## src/rtl/mod_n_down_timer_if.sv

```systemverilog
// Control/status bundle for mod_n_down_timer: the owner drives load/start/pause
// and observes count, busy, tc and load_err.
interface mod_n_down_timer_if #(
  parameter int WIDTH = 4
);
  logic             load;
  logic [WIDTH-1:0] load_val;
  logic             start;
  logic             pause;
  logic [WIDTH-1:0] count;
  logic             busy;
  logic             tc;
  logic             load_err;

  modport master (
    output load, load_val, start, pause,
    input  count, busy, tc, load_err
  );

  modport slave (
    input  load, load_val, start, pause,
    output count, busy, tc, load_err
  );
endinterface

```

## src/rtl/mod_n_down_timer.sv

```systemverilog
// Loadable modulo-MOD down counter with a one-cycle terminal-count pulse.
// Define AUTO_RELOAD_EN to reload the last preset on terminal count and keep running.
//
//   state    | meaning
//   ---------+-----------------------------------------------
//   ST_IDLE  | count held; start launches a run if count != 0
//   ST_RUN   | count decrements on each unpaused edge
module mod_n_down_timer #(
  parameter int WIDTH = 4,
  parameter int MOD   = 12
) (
  input  logic              clk,
  input  logic              reset,
  mod_n_down_timer_if.slave tmr
);

  localparam logic [0:0]       ST_IDLE = 1'b0;
  localparam logic [0:0]       ST_RUN  = 1'b1;
  localparam logic [WIDTH-1:0] MAX_CNT = WIDTH'(MOD - 1);
  localparam logic [WIDTH-1:0] ONE     = WIDTH'(1);

  logic [0:0]       state_q, state_d;
  logic [WIDTH-1:0] count_q, count_d;
  logic             busy_q, busy_d;
  logic             tc_q, tc_d;
  logic             load_err_q, load_err_d;
  logic             load_ok;
  logic [WIDTH-1:0] load_cnt;
`ifdef AUTO_RELOAD_EN
  logic [WIDTH-1:0] preset_q, preset_d;
`endif

  // Out-of-range presets clamp to the top legal value rather than being dropped.
  assign load_ok  = (tmr.load_val <= MAX_CNT);
  assign load_cnt = load_ok ? tmr.load_val : MAX_CNT;

  always_comb begin
    state_d    = state_q;
    count_d    = count_q;
    tc_d       = 1'b0;
    load_err_d = load_err_q;
`ifdef AUTO_RELOAD_EN
    preset_d   = preset_q;
`endif
    if (tmr.load) begin
      state_d    = ST_IDLE;
      count_d    = load_cnt;
      load_err_d = !load_ok;
`ifdef AUTO_RELOAD_EN
      preset_d   = load_cnt;
`endif
    end else if (state_q == ST_IDLE) begin
      if (tmr.start) begin
        if (count_q != '0) begin
          state_d = ST_RUN;
        end else begin
          tc_d = 1'b1;
        end
      end
    end else if (!tmr.pause) begin
      if (count_q == ONE) begin
        tc_d = 1'b1;
`ifdef AUTO_RELOAD_EN
        count_d = preset_q;
`else
        count_d = '0;
        state_d = ST_IDLE;
`endif
      end else if (count_q != '0) begin
        count_d = count_q - ONE;
      end else begin
        // A zero count in RUN is unreachable; fall back to IDLE without wrapping.
        state_d = ST_IDLE;
      end
    end
    busy_d = (state_d == ST_RUN);
  end

  always_ff @(posedge clk) begin
    if (reset) begin
      state_q    <= ST_IDLE;
      count_q    <= '0;
      busy_q     <= 1'b0;
      tc_q       <= 1'b0;
      load_err_q <= 1'b0;
`ifdef AUTO_RELOAD_EN
      preset_q   <= '0;
`endif
    end else begin
      state_q    <= state_d;
      count_q    <= count_d;
      busy_q     <= busy_d;
      tc_q       <= tc_d;
      load_err_q <= load_err_d;
`ifdef AUTO_RELOAD_EN
      preset_q   <= preset_d;
`endif
    end
  end

  assign tmr.count    = count_q;
  assign tmr.busy     = busy_q;
  assign tmr.tc       = tc_q;
  assign tmr.load_err = load_err_q;

endmodule

```

## src/flat_wrapper.sv

```systemverilog
// flat-port wrapper written by rule: the top's interface ports become plain ports
module mod_n_down_timer_flat 
#(
  parameter int WIDTH = 4,
  parameter int MOD   = 12
)
  (clk, reset, tmr_load, tmr_load_val, tmr_start, tmr_pause, tmr_count, tmr_busy, tmr_tc, tmr_load_err);
  mod_n_down_timer_if #(.WIDTH(WIDTH)) tmr_i ();
  input  logic clk;
  input  logic reset;
  input wire logic [$bits(tmr_i.load)-1:0] tmr_load;
  input wire logic [$bits(tmr_i.load_val)-1:0] tmr_load_val;
  input wire logic [$bits(tmr_i.start)-1:0] tmr_start;
  input wire logic [$bits(tmr_i.pause)-1:0] tmr_pause;
  output wire logic [$bits(tmr_i.count)-1:0] tmr_count;
  output wire logic [$bits(tmr_i.busy)-1:0] tmr_busy;
  output wire logic [$bits(tmr_i.tc)-1:0] tmr_tc;
  output wire logic [$bits(tmr_i.load_err)-1:0] tmr_load_err;
  assign tmr_i.load = tmr_load;
  assign tmr_i.load_val = tmr_load_val;
  assign tmr_i.start = tmr_start;
  assign tmr_i.pause = tmr_pause;
  assign tmr_count = tmr_i.count;
  assign tmr_busy = tmr_i.busy;
  assign tmr_tc = tmr_i.tc;
  assign tmr_load_err = tmr_i.load_err;
  mod_n_down_timer #(.WIDTH(WIDTH), .MOD(MOD)) u_core (.clk(clk), .reset(reset), .tmr(tmr_i));
endmodule
```

## config.mk

```make
export PLATFORM = sky130hd
export DESIGN_NAME = mod_n_down_timer_flat
export DESIGN_NICKNAME = d
export VERILOG_FILES = /design/src/rtl/mod_n_down_timer_if.sv /design/src/rtl/mod_n_down_timer.sv /design/src/flat_wrapper.sv
export SDC_FILE = /design/constraint.sdc
export NUM_CORES = 1
export LEC_CHECK = 0
export CAP_MARGIN = 10
export CELL_PAD_IN_SITES_DETAIL_PLACEMENT = 1
export CELL_PAD_IN_SITES_GLOBAL_PLACEMENT = 1
export CORE_AREA = 2 2 43 45
export DETAILED_ROUTE_END_ITERATION = 10
export DIE_AREA = 0 0 45 47
export HOLD_SLACK_MARGIN = 0.15
export PLACE_DENSITY = 0.71
export REMOVE_ABC_BUFFERS = 1
export SYNTH_ARGS = -nofsm -noshare
export SYNTH_HDL_FRONTEND = slang
export SYNTH_SLANG_ARGS = --single-unit
```

## constraint.sdc

```tcl
create_clock -name clk -period 2.2 [get_ports clk]
set_input_delay 0.66 -clock clk [delete_from_list [all_inputs] [get_ports clk]]
set_output_delay 0.66 -clock clk [all_outputs]
set_load 0.005 [all_outputs]
```

==> results.cfg <==
[floorplanning]
dieArea_mm2 = 0.002115
die_height_um = 47
die_x_um = 45
start_util_pct = 28.03
io_pins = 16
core-area_mm2 = 0.001652
rows = 15

[placed_design]
gp_congestion = 0.7428
port_buffers = 15
placedCellCount = 85
post-place-ws_ns = 0.1798
place_hpwl_um = 934.5
place_area_um2 = 641.9

[final_layout]
design_area_um2 = 668.1
final_cells = 89
area_growth_pct = 44.32
fin_nets = 85
n_fill_cell = 211
diodes = 0
drive_gt1_share_pct = 16.67

[timing]
fin_crit_sh_pct = 89.09
final-setup-viol-count = 0
finalMaxSlewViolations = 0
period_needed_ns = 1.960
fmax_mhz = 510.2
fin_ws_ns = 0.2401
final-hold-violation-count = 0
fin_worst_skew_ns = 0.0007632
rsz0062_at_grt = false
tightestPinTransition_ns = 0.4486
maxSlewHeadroom_pct = 69.67
final.setup.tns_ns = 0

[logic_synthesis]
synth_edf_count = 0
yosys-top-cells-count = 7 x dfxtp_1, 4 x a21oi_1, 4 x inv_1
synth_flop_cell = dfxtp_1
netlist_area_um2 = 462.9
syn_avg_cell_area_um2 = 8.735
synth_seq_area_share_pct = 30.27
yosysTopAreaCell = dfxtp_1
synth_seq_cells = 7
ys_types = 33
ys_top_cells_by_area = dfxtp_1 30%, ha_1 8.1%, a21oi_1 4.3%
synth_top_area_share_pct = 30.27
ys.warnings.count = 0
yosysMostFrequentCell = dfxtp_1
async_reset_ff_share_pct = 0
syn_inst = 53

[global_routing]
grt_start_max_net_pins = 14
antenna_found_initial = 0
grt_pass1_wl_um = 2014
track_usage_pct = 13.38
overflow = 0
first_global_vias = 434

[worst_setup_path]
worst-path-buf-inv = 1
critPathMaxFanout = 8
rr_worst_depth = 5
crit_chain = clkdlybuf4s50_1
worstSetupStartpoint = u_core.tmr.count[2]
crit_arrival_ns = 1.30
cp_slowest_stage_delay_ns = 0.56
worstPathRequired_ns = 1.54
slowest_stage = clkdlybuf4s50_1
crit_type = register to output port
worst_setup_path_start_kind = register
cp.depth = 1
worstReg2RegStart = u_core.tmr.count[1]
r2r_setup_slack_ns = 0.40
crit_family = buffers and inverters
cp-end-kind = output port

[route]
routed_via_density = 5.483
wl_per_cell_um = 13.61
routed_wl_um = 1211
vias = 488
final_antenna_net_count = 0
drc = 0
drt-initial-drc-count = 8
drt-pass1-iter-count = 4

[pwr]
p_per_area_mw_per_mm2 = 542.6
seqPwrFrac_pct = 39.9
switching_share_pct = 28.18
p_switching_mw = 0.1021
clkPwrFrac_pct = 33.8
internal_power_mw = 0.2604
pwr-share-comb_pct = 26.3
leakage_nw = 0.2466
irDropWorstVdd_v = 0.0002667

[clock_tree]
cts_hold_buf = 0
root_buffer = clkbuf_4
tritoncts = yes
clock_path_buffers = 2
clock_sinks = 7
h-tree-depth = 1
cts.clk_slew.worst_paths_ns = 0.06
cts_resized = 0
worstSkewPairLatency_ns = 0.25
post_cts_buffers = 0
cts_buffers = 3

[min_path]
worstHoldPathType = register to register
whs_path_depth = 2
min_from = u_core.tmr.load_err

[run]
cap_violations = 0

[run_status]
status = completed
through the flow:
step	total power [mW]	hold slack (ns)	util (%)
6_report	0.3625	0.4762	40.45
2_1_floorplan	0.1923	0.4597	-
3_3_place_gp	0.2420	0.4629	38.86
4_1_cts	0.3667	0.4808	40.45
5_1_grt	0.3856	0.5130	40.45
3_5_place_dp	0.2432	0.4681	38.86
cells in the final DEF (no fill, tap or decap), drive strengths merged, types with 2 or more instances in the layout:
cell type | synthesis | routed
clkdlybuf4s50 | 0 | 15
dfxtp | 7 | 7
inv | 4 | 4
a21oi | 4 | 4
clkbuf | 0 | 4
nand2b | 3 | 3
ha | 3 | 3
or3b | 3 | 3
nand2 | 2 | 2
or2 | 2 | 2
nor2 | 2 | 2
buf | 2 | 2
a211oi | 2 | 2
logic make-up after synthesis:
group / Yosys count / share of synthesized area, %
buffers and inverters: 6 / 4.865
and+or+nand+nor: 22 / 32.17
adders and majority gates: 3 / 8.109
DFF: 7 / 30.27
muxes: 1 / 2.162
AOI/OAI and AO/OA: 14 / 22.43
final cells by class:
cell class / instances / area (um^2) / share of cell area (%)
clock buffers: 4 / 26.28 / 3.933
inverters: 4 / 15.01 / 2.247
multi-input cells: 40 / 300.3 / 44.94
flip-flops and latches: 7 / 140.1 / 20.97
well taps: 17 / 21.27 / 3.184
repair buffers: 17 / 165.2 / 24.72
worst paths after layout:
kind                                            end
worst min register to register  u_core.tmr.load_err
worst max register to register  u_core.tmr.count[0]
worst min-delay path            u_core.tmr.load_err
worst max-delay path                   tmr_count[2]
state kept, by name (all words and copies together), names as in the netlist:
name / count
u_core.tmr.count: 4
u_core.tmr.load_err: 1
u_core.tmr.tc: 1
u_core.state_q: 1
routing by layer:
metal / vias to the layer above / GRT usage (%) / wire, um
met5: - / 0 / 0
met4: 0 / 7.059 / 8
met3: 2 / 3.077 / 51
met2: 12 / 19.14 / 555
met1: 233 / 18.58 / 595
li1: 241 / - / -
power groups by stage:
stage / Clock (mW) / Combinational, mW / Sequential (mW)
floorplan: 0 / 0.0466 / 0.146
global placement: 0 / 0.0948 / 0.147
detailed placement: 0 / 0.0959 / 0.147
CTS: 0.126 / 0.0964 / 0.145
global route: 0.133 / 0.106 / 0.146
finish: 0.123 / 0.0955 / 0.144
No activity file was read; power rests on OpenSTA's default activity.
